### config.mk
export PLATFORM = sky130hd
export DESIGN_NAME = pipeline_ctrl_flat
export DESIGN_NICKNAME = d
export VERILOG_FILES = /design/src/rtl/pipeline_ctrl_if.sv /design/src/rtl/pipeline_ctrl.sv /design/src/flat_wrapper.sv
export SDC_FILE = /design/constraint.sdc
export NUM_CORES = 1
export LEC_CHECK = 0
export CORE_MARGIN = 3
export CORE_UTILIZATION = 25
export CTS_CLUSTER_SIZE = 12
export DETAILED_ROUTE_END_ITERATION = 8
export DONT_BUFFER_PORTS = 1
export GPL_ROUTABILITY_DRIVEN = 0
export PLACE_DENSITY_LB_ADDON = 0.2
export SETUP_SLACK_MARGIN = 0.15
export SKIP_LAST_GASP = 1
export SLEW_MARGIN = 0
export SYNTH_ARGS = -nofsm -noshare
export SYNTH_HDL_FRONTEND = slang
export SYNTH_SLANG_ARGS = --single-unit
### constraint.sdc
create_clock -name clk -period 3.2 [get_ports clk]
set_input_delay 0.48 -clock clk [delete_from_list [all_inputs] [get_ports clk]]
set_output_delay 0.48 -clock clk [all_outputs]
set_load 0.01 [all_outputs]
### src/rtl/pipeline_ctrl_if.sv
// rtl/pipeline_ctrl_if.sv - hazard inputs and pipeline-register controls for pipeline_ctrl
interface pipeline_ctrl_if;
    logic       m_mem_req;
    logic       dmem_ready;
    logic       imem_ready;
    logic       m_take_branch;
    logic       ex_is_load;
    logic [4:0] ex_rd;
    logic [4:0] id_rs1;
    logic [4:0] id_rs2;
    logic       id_uses_rs2;
    logic       pc_write;
    logic       pc_sel_branch;
    logic       write_fd;
    logic       write_de;
    logic       write_em;
    logic       write_mw;
    logic       flush_fd;
    logic       flush_de;
    logic       flush_em;
    logic       flush_mw;

    modport master (
        input  m_mem_req, dmem_ready, imem_ready, m_take_branch,
               ex_is_load, ex_rd, id_rs1, id_rs2, id_uses_rs2,
        output pc_write, pc_sel_branch,
               write_fd, write_de, write_em, write_mw,
               flush_fd, flush_de, flush_em, flush_mw
    );

    modport slave (
        output m_mem_req, dmem_ready, imem_ready, m_take_branch,
               ex_is_load, ex_rd, id_rs1, id_rs2, id_uses_rs2,
        input  pc_write, pc_sel_branch,
               write_fd, write_de, write_em, write_mw,
               flush_fd, flush_de, flush_em, flush_mw
    );
endinterface

### src/rtl/pipeline_ctrl.sv
// rtl/pipeline_ctrl.sv - prioritized stall/flush sequencer with front-end fetch FSM
module pipeline_ctrl (
    input  logic                   clk,
    input  logic                   reset,
    pipeline_ctrl_if.master        bus,
    output logic [31:0]            stall_cycles,
    output logic [31:0]            flush_count
);
    typedef enum logic [1:0] {RUN, IWAIT, IDROP} fe_state_t;

    fe_state_t   state, state_nxt;
    logic [31:0] stall_cnt, flush_cnt;
    logic        pc_write_c, pc_sel_c, flush_inc;
    logic        wfd, wde, wem, wmw, ffd, fde, fem, fmw;
    logic        d_stall, load_use;

    assign d_stall  = bus.m_mem_req && !bus.dmem_ready;
    assign load_use = bus.ex_is_load && (bus.ex_rd != 5'd0) &&
                      ((bus.ex_rd == bus.id_rs1) ||
                       (bus.id_uses_rs2 && (bus.ex_rd == bus.id_rs2)));

    always_ff @(posedge clk or posedge reset) begin
        if (reset) begin
            state     <= RUN;
            stall_cnt <= 32'd0;
            flush_cnt <= 32'd0;
        end else begin
            state <= state_nxt;
            if (!pc_write_c)
                stall_cnt <= stall_cnt + 32'd1;
            if (flush_inc)
                flush_cnt <= flush_cnt + 32'd1;
        end
    end

    always_comb begin
        pc_write_c = 1'b1;
        pc_sel_c   = 1'b0;
        flush_inc  = 1'b0;
        wfd = 1'b1; wde = 1'b1; wem = 1'b1; wmw = 1'b1;
        ffd = 1'b0; fde = 1'b0; fem = 1'b0; fmw = 1'b0;
        state_nxt  = state;

        // A returning fetch always releases IWAIT/IDROP, even under a D-stall.
        case (state)
            RUN:     if (!bus.imem_ready && !d_stall) state_nxt = IWAIT;
            IWAIT:   if (bus.imem_ready) state_nxt = RUN;
            IDROP:   if (bus.imem_ready) state_nxt = RUN;
            default: state_nxt = RUN;
        endcase

        if (d_stall) begin
            pc_write_c = 1'b0;
            wfd = 1'b0; wde = 1'b0; wem = 1'b0;
            fmw = 1'b1;
        end else if (bus.m_take_branch) begin
            pc_sel_c  = 1'b1;
            flush_inc = 1'b1;
            ffd = 1'b1; fde = 1'b1; fem = 1'b1;
            // Any fetch still in flight belongs to the wrong path.
            if (state == IDROP || !bus.imem_ready)
                state_nxt = IDROP;
            else
                state_nxt = RUN;
        end else if (load_use) begin
            pc_write_c = 1'b0;
            wfd = 1'b0;
            fde = 1'b1;
        end else if (state == IDROP || !bus.imem_ready) begin
            pc_write_c = 1'b0;
            ffd = 1'b1;
        end
    end

    assign bus.pc_write      = pc_write_c & ~reset;
    assign bus.pc_sel_branch = pc_sel_c   & ~reset;
    assign bus.write_fd      = wfd & ~reset;
    assign bus.write_de      = wde & ~reset;
    assign bus.write_em      = wem & ~reset;
    assign bus.write_mw      = wmw & ~reset;
    assign bus.flush_fd      = ffd & ~reset;
    assign bus.flush_de      = fde & ~reset;
    assign bus.flush_em      = fem & ~reset;
    assign bus.flush_mw      = fmw & ~reset;
    assign stall_cycles      = stall_cnt;
    assign flush_count       = flush_cnt;
endmodule

### src/flat_wrapper.sv
// flat-port wrapper written by rule: the top's interface ports become plain ports
module pipeline_ctrl_flat 
  (clk, reset, stall_cycles, flush_count, bus_m_mem_req, bus_dmem_ready, bus_imem_ready, bus_m_take_branch, bus_ex_is_load, bus_ex_rd, bus_id_rs1, bus_id_rs2, bus_id_uses_rs2, bus_pc_write, bus_pc_sel_branch, bus_write_fd, bus_write_de, bus_write_em, bus_write_mw, bus_flush_fd, bus_flush_de, bus_flush_em, bus_flush_mw);
  pipeline_ctrl_if bus_i ();
  input  logic clk;
  input  logic reset;
  output logic [31:0] stall_cycles;
  output logic [31:0] flush_count;
  input wire logic [$bits(bus_i.m_mem_req)-1:0] bus_m_mem_req;
  input wire logic [$bits(bus_i.dmem_ready)-1:0] bus_dmem_ready;
  input wire logic [$bits(bus_i.imem_ready)-1:0] bus_imem_ready;
  input wire logic [$bits(bus_i.m_take_branch)-1:0] bus_m_take_branch;
  input wire logic [$bits(bus_i.ex_is_load)-1:0] bus_ex_is_load;
  input wire logic [$bits(bus_i.ex_rd)-1:0] bus_ex_rd;
  input wire logic [$bits(bus_i.id_rs1)-1:0] bus_id_rs1;
  input wire logic [$bits(bus_i.id_rs2)-1:0] bus_id_rs2;
  input wire logic [$bits(bus_i.id_uses_rs2)-1:0] bus_id_uses_rs2;
  output wire logic [$bits(bus_i.pc_write)-1:0] bus_pc_write;
  output wire logic [$bits(bus_i.pc_sel_branch)-1:0] bus_pc_sel_branch;
  output wire logic [$bits(bus_i.write_fd)-1:0] bus_write_fd;
  output wire logic [$bits(bus_i.write_de)-1:0] bus_write_de;
  output wire logic [$bits(bus_i.write_em)-1:0] bus_write_em;
  output wire logic [$bits(bus_i.write_mw)-1:0] bus_write_mw;
  output wire logic [$bits(bus_i.flush_fd)-1:0] bus_flush_fd;
  output wire logic [$bits(bus_i.flush_de)-1:0] bus_flush_de;
  output wire logic [$bits(bus_i.flush_em)-1:0] bus_flush_em;
  output wire logic [$bits(bus_i.flush_mw)-1:0] bus_flush_mw;
  assign bus_i.m_mem_req = bus_m_mem_req;
  assign bus_i.dmem_ready = bus_dmem_ready;
  assign bus_i.imem_ready = bus_imem_ready;
  assign bus_i.m_take_branch = bus_m_take_branch;
  assign bus_i.ex_is_load = bus_ex_is_load;
  assign bus_i.ex_rd = bus_ex_rd;
  assign bus_i.id_rs1 = bus_id_rs1;
  assign bus_i.id_rs2 = bus_id_rs2;
  assign bus_i.id_uses_rs2 = bus_id_uses_rs2;
  assign bus_pc_write = bus_i.pc_write;
  assign bus_pc_sel_branch = bus_i.pc_sel_branch;
  assign bus_write_fd = bus_i.write_fd;
  assign bus_write_de = bus_i.write_de;
  assign bus_write_em = bus_i.write_em;
  assign bus_write_mw = bus_i.write_mw;
  assign bus_flush_fd = bus_i.flush_fd;
  assign bus_flush_de = bus_i.flush_de;
  assign bus_flush_em = bus_i.flush_em;
  assign bus_flush_mw = bus_i.flush_mw;
  pipeline_ctrl u_core (.clk(clk), .reset(reset), .bus(bus_i), .stall_cycles(stall_cycles), .flush_count(flush_count));
endmodule
==> summary.md, run 1 <==
| Metric | Value |
|---|---|
| Status | finished, final reports clean |
| Post-detail-place hpwl | 5.49 mm |
| Routed wire length | 7.38 mm |
| Tcrit/Tclk final | 0.742 |
| Syn Inst Count | 300 |
| Design area | 0.00370 mm² |
| I/O Pins | between 90 and 100 |
| Top-area cell type share of the netlist area | 0.508 |
| Hold WS | roughly 0.073 ns |
| Hold Crit Class | in -> async |
| Worst Tran Pin Value | 0.789 ns |
| Main synth FF type | dfrtp_1 |
| Wire per inst | roughly 15 µm |
| Later-pin clock latency in the skew report | 0.32 ns |
| Vias in the first global route | 2387 |
| CTS Buf Count | 9 |
| Register area share after synthesis | 0.508 |
| Synth area leaders | dfrtp_1 51%, xnor2_1 16%, nand4_1 4.2%, and3_1 4.0%, xor2_1 3.8% |
| Largest net degree at the start of global routing | 35 |
| FF+latch area | 0.00165 mm² |
| Leakage | ~1.6 nW |
| # DRC | 0 |
| Filler Cell Count | around 1300 |
| Hold Fails Final Rpt | 0 |
| Netlist cell types | 33 |
| Power per cell area | a little over 600 mW/mm² |
| Post-synth top area cell | dfrtp_1 |
| Critical Path AT | about 1.9 ns |
| DR iter-0 viols | 99 |
| Setup CP Type | in -> out |
| Post-CTS setup buffers | 0 |
| Setup crit end kind | output pin |
| CTS tree | built |
| CTS sink count | 66 |
| Max VDD drop | 0.188 mV |
| Initial antenna violation count | 0 |
| Cell Count, Final, Fillers Out | 483 |
| Routed Antenna Nets | 0 |
| Final nets | roughly 340 |
| Post-synthesis register bit count | between 60 and 70 |
| DIE HEIGHT | ~120 µm |
| First-pass iteration count of the detailed router | 6 |
| Synth async-reset ratio | 1.00 |
| Area of the multi-input gates | roughly 0.0015 mm² |
| Placed insts | 468 |
| CTS root buf | clkbuf_16 |
| Critical path fanouts, max | 3 |
| Placed Instance Area | 0.00343 mm² |
| ANT cells | 0 |
| IO Port Bufs | 0 |
| FMAX | between 0.4 and 0.5 GHz |
| Cell Area, Synth | 0.00325 mm² |
| RSZ-0062 raised after global routing | false |
| # Max-Cap Violations | 0 |
| Grt ovf | 0 |
| Cts hold-fix bufs | 0 |
| Worst Skew | a little over 0.006 ns |
| First-pass GRT wire length | between 10 and 15 mm |
| Number of setup violations in the final report | 0 |
| Post-synth EDFFs | 0 |
| Vias | 2200 |
| Chip width | ~120 µm |
| Layout area overhead | 13.9% |
| H-Tree Level Count | 3 |
| Min cycle time layout | approximately 2.4 ns |
| Mean post-synth cell area | 10.8 µm² |
| Number of placement rows | 41 |
| Via density | 4.55 |
| Final Power | 2.26 mW |
| Maximum root-to-sink buffer count | 2 |
| Clk slew on worst S/H paths | ~0.050 ns |
| Critical path startpoint category | primary input |
| Layout cells sized above 1 | 0.0772 |
| Final setup TNS | 0 ns |
| Critical Path RT | 2.72 ns |
| GRT Overall Usage | 0.109 |
| Initial core utilization | 0.256 |
| Slew Limit Fails | 0 |
| CORE AREA | between 0.01 and 0.015 mm² |
| Post-CTS sizing | 0 |
| Die area | approximately 0.014 mm² |
| Post-synthesis net count | about 330 |
| Slew headroom | 0.470 |
| Yosys warns | 0 |
[metal layers]
metal	wire, µm	up-vias	track usage
met2	3610	61	0.171
met1	3270	1085	0.139
met4	65	0	0.0472
met5	0	-	0
li1	-	1047	-
met3	446	7	0.0339
[critical path, cell delays in order]
cell      delay, ns
or4_1          0.51
o21ai_1        0.26
or2_1          0.17
o21a_1         0.19
a21boi_1       0.29
[report_power, final]
part	internal (mW)	switching, mW	total, mW
sequential	0.922	0.158	1.08
combinational	0.122	0.160	0.282
clock	0.558	0.340	0.898
total	1.60	0.658	2.26
[cells in the mapped netlist (2+ instances only)]
cell	instances
buf_6	4
nand2_1	27
nand3_1	23
and3_1	21
and2_1	3
ha_1	5
nand2b_1	3
nor3_1	6
xor2_1	14
nor2_1	13
clkbuf_1	2
nand4_1	22
a21boi_1	2
buf_4	2
nor2b_1	3
dfrtp_1	66
xnor2_1	58
inv_1	5
or2_1	2
nor3_2	2
and4_1	5
[layout by cell type, fill, tap and decap left out, drive strengths merged, types with 2 or more instances in the layout]
cell type	instances
nor2b	3
xnor2	58
ha	5
xor2	14
nand2	27
a21boi	3
clkinv	3
and4	5
or2	2
and2	3
dfrtp	66
clkbuf	12
nand4	22
o21ai	2
nor3	8
nor2	13
and3	21
buf	5
inv	5
nand3	23
nand2b	3
[metrics by stage]
step	setup slack, ns	utilization
4_1_cts	0.807	0.292
2_1_floorplan	0.819	-
3_3_place_gp	0.824	0.271
3_5_place_dp	0.813	0.271
6_report	0.827	0.292
5_1_grt	0.702	0.292
[registers in the layout, indices dropped and copies added, names as in the netlist]
name	cells
u_core.flush_count	32
u_core.stall_cycles	32
u_core.state	2
[final timing paths]
check / start / to / slack [ns] / cells past startpoint
worst max-delay path: bus_ex_rd[0] / bus_flush_fd / 0.83 / 5
worst min-delay path: reset / u_core.stall_cycles[29] / 0.07 / 1
worst max register to register: u_core.stall_cycles[10] / u_core.stall_cycles[25] / 1.13 / 6
worst min register to register: u_core.flush_count[31] / u_core.flush_count[31] / 0.54 / 1
max in group asynchronous: reset / u_core.flush_count[30] / 2.29 / 2
min in group clk: bus_imem_ready / u_core.state[0] / 0.36 / 3
[cell families (layout without fill, tap and decap cells)]
kind of cell | after synthesis | count (layout) | synth area share
AOI/OAI and AO/OA | 10 | 10 | 0.0258
DFF | 66 | 66 | 0.508
adders and majority gates | 5 | 5 | 0.0193
xor gates and xnor gates | 72 | 72 | 0.194
and+or+nand+nor | 132 | 132 | 0.221
muxes | 1 | 1 | 0.00347
buffers and inverters | 14 | 25 | 0.0281
[area by class of cell]
| cell class | count | share of cell area |
|---|---|---|
| sequential | 66 | 0.446 |
| multi-input combinational | 220 | 0.407 |
| clock buffer | 12 | 0.0693 |
| tap | 172 | 0.0582 |
| timing repair buffer | 5 | 0.0101 |
| inverter | 5 | 0.00507 |
| clock inverter | 3 | 0.00406 |
(Power assumes the default switching activity.)
==> run 2: changes to the inputs <==
==> constraint.sdc (replaced) <==
create_clock -name clk -period 2.3 [get_ports clk]
set_input_delay 0.345 -clock clk [delete_from_list [all_inputs] [get_ports clk]]
set_output_delay 0.345 -clock clk [all_outputs]
set_load 0.01 [all_outputs]
==> run 2 against run 1 <==
  * Sequential cell count unchanged
  * Cell count increased by 2.3%
  * Sequential share of layout area decreased by 1.2 points
  * Critical path type unchanged
  * Utilization increased by 0.81 points
  * Largest power group unchanged
  * Clock skew increased by 0.0011 ns
  * Power increased by 41%
  * Setup slack got worse by 0.53 ns
==> summary.md, run 2 (synthesis gave the netlist of run 1 again) <==
| Metric | Value |
|---|---|
| Post-detail-place hpwl | 5.60 mm (was 5.49 mm) |
| Clk pwr share | 0.397 (about the same) |
| Filler Cell Count | 1335 (was 1333) |
| CTS Buf Count | 9 (unchanged) |
| CP max stage delay | 0.50 ns (was 0.51 ns) |
| Leakage | 1.64 nW (was 1.58 nW) |
| Clk slew on worst S/H paths | 0.05 ns (about the same) |
| Hold WS | 0.221 ns (was 0.0730 ns) |
| Grt ovf | 0 (unchanged) |
| DIE HEIGHT | 120 µm (unchanged) |
| IO Port Bufs | 0 (unchanged) |
| Routed Antenna Nets | 0 (unchanged) |
| Slowest cell on crit path | or4_1 (unchanged) |
| # Max-Cap Violations | 0 (unchanged) |
| Critical Path AT | 1.66 ns (was 1.89 ns) |
| Min cycle time layout | between 2 and 2.5 ns |
| FMAX | around 0.5 GHz |
| ANT cells | 0 (unchanged) |
| Worst Tran Pin Value | 0.500 ns (was 0.789 ns) |
| Layout area overhead | 17.1% (was 13.9%) |
| Largest net degree at the start of global routing | 33 (was 35) |
| Via density | 4.55 (about the same) |
| Hold Crit Class | in -> reg (was in -> async) |
| CTS sink count | 66 (unchanged) |
| H-Tree Level Count | 3 (unchanged) |
| Critical path startpoint category | primary input (unchanged) |
| Critical Path RT | 1.96 ns (was 2.72 ns) |
| Critical path fanouts, max | 3 (unchanged) |
| Worst Skew | 0.00716 ns (was 0.00607 ns) |
| Slew headroom | 0.665 (was 0.470) |
| Buf/Inv on CP | 0 (unchanged) |
| Final setup TNS | 0 ns (unchanged) |
| First-pass GRT wire length | 12.4 mm (about the same) |
| Tcrit/Tclk final | 0.873 |
| Layout cells sized above 1 | 0.106 (was 0.0772) |
| DR iter-0 viols | 103 (was 99) |
| Power per cell area | 836 mW/mm² (was 611 mW/mm²) |
| Logic gate share of total power | 0.131 (was 0.125) |
| Sw power | 0.932 mW (was 0.658 mW) |
| Initial antenna violation count | 0 (unchanged) |
| Vias in the first global route | 2284 (was 2387) |
| Cell Count, Final, Fillers Out | 494 (was 483) |
| # DRC | 0 (unchanged) |
| Switch share | 0.293 (was 0.291) |
| Routed wire length | 7.57 mm (was 7.38 mm) |
| Placed insts | 478 (was 468) |
| Max VDD drop | 0.289 mV (was 0.188 mV) |
| RSZ-0062 raised after global routing | false (unchanged) |
| Crit path cell chain | or4_1, o21ai_1, or2_1, o21a_1, nor2b_1 (was or4_1, o21ai_1, or2_1, o21a_1, a21boi_1) |
| Slew Limit Fails | 0 (unchanged) |
| GRT Overall Usage | 0.109 (about the same) |
| CP top delay family | simple AND/OR/NAND/NOR gates (was compound AO/OA/AOI/OAI gates) |
| Setup crit end kind | output pin (unchanged) |
| Flop pwr share | 0.472 (was 0.478) |
| I/O Pins | 97 (unchanged) |
| Int Pwr | 2.25 mW (was 1.60 mW) |
| Setup CP Type | in -> out (unchanged) |
| Final nets | 346 (was 335) |
| Initial core utilization | 0.256 (unchanged) |
| CTS root buf | clkbuf_16 (unchanged) |
| Die area | 0.0144 mm² (unchanged) |
| Number of setup violations in the final report | 0 (unchanged) |
| CTS tree | built (unchanged) |
| Wire per inst | 15.3 µm (about the same) |
| Maximum root-to-sink buffer count | 2 (unchanged) |
| Number of placement rows | 41 (unchanged) |
| Later-pin clock latency in the skew report | 0.32 ns (about the same) |
| Utilization after layout | 0.300 (was 0.292) |
| Post-CTS setup buffers | 0 (unchanged) |
| Commonest non-fill, non-tap cell in the layout | dfrtp_1 (unchanged) |
| Most frequent cells in the layout | 66 x dfrtp_1, 58 x xnor2_1, 27 x nand2_1, 23 x nand3_1, 22 x nand4_1 (unchanged) |
| CORE AREA | 0.0127 mm² (unchanged) |
| Chip width | 120 µm (unchanged) |
| First-pass iteration count of the detailed router | 4 (was 6) |
| Hold Fails Final Rpt | 0 (unchanged) |
| Status | finished, final reports clean (unchanged) |
| Vias | 2246 (was 2200) |
[run 2: cell types whose count changed in the layout (fill, tap and decap cells not counted)]
cell / before / now
buf_4: 5 / 14
clkinv_2: 3 / 1
a21boi_1: 2 / 1
a21boi_2: 0 / 1
buf_12: 0 / 1
clkbuf_1: 1 / 2
clkinvlp_4: 0 / 1
dlygate4sd3_1: 0 / 1
[run 2: per-layer routing]
metal  global-route usage  wire length (µm)  up-vias
met1                0.144              3480     1106
met5                    0                 0        -
li1                     -                 -     1068
met3               0.0302               477        9
met2                0.160              3490       63
met4               0.0594               116        0
[run 2: power groups by stage]
stage / Sequential (mW) / Combinational [mW] / Clock (mW)
finish: 1.50 / 0.417 / 1.26
global route: 1.52 / 0.477 / 1.36
CTS: 1.51 / 0.428 / 1.31
detailed placement: 1.53 / 0.423 / 0
global placement: 1.53 / 0.408 / 0
floorplan: 1.48 / 0.323 / 0
[run 2: metrics by stage]
step                total power [mW]  setup WS (ns)  area [µm²]
floorplan                       1.80          0.189        3250
global placement                1.93          0.268        3520
detailed placement              1.95          0.255        3520
CTS                             3.24          0.247        3800
global route                    3.36          0.170        3800
finish                          3.18          0.292        3800
[run 2: cell type report]
type	instances	area [µm²]	share of cell area
well taps	172	215	0.0566
flip-flops and latches	66	1650	0.434
multi-input cells	220	1510	0.397
repair buffers	16	135	0.0355
inverters	5	18.8	0.00494
clock buffers	13	260	0.0684
clock inverters	2	12.5	0.00329
[run 2: repair_timing]
item,in CTS,in global routing
hold buffers,1,0
setup endpoints to repair,0,1
endpoints found under the hold margin,16,0
resized for setup,0,1
[run 2: final timing paths]
check / from / to / slack (ns) / depth (start not counted)
setup / recovery: bus_ex_rd[0] / bus_pc_write / 0.29 / 5
hold / removal: bus_imem_ready / u_core.state[0] / 0.22 / 3
setup reg to reg: u_core.flush_count[0] / u_core.flush_count[28] / 0.40 / 7
hold reg to reg: u_core.flush_count[31] / u_core.flush_count[31] / 0.53 / 1
max in group asynchronous: reset / u_core.stall_cycles[2] / 1.07 / 3
min in group asynchronous: reset / u_core.flush_count[25] / 0.52 / 2
[run 2: tightest hold or removal path: stages]
cell and delay, ns:
inv_1 0.03, nand3_1 0.05, a21boi_0 0.07
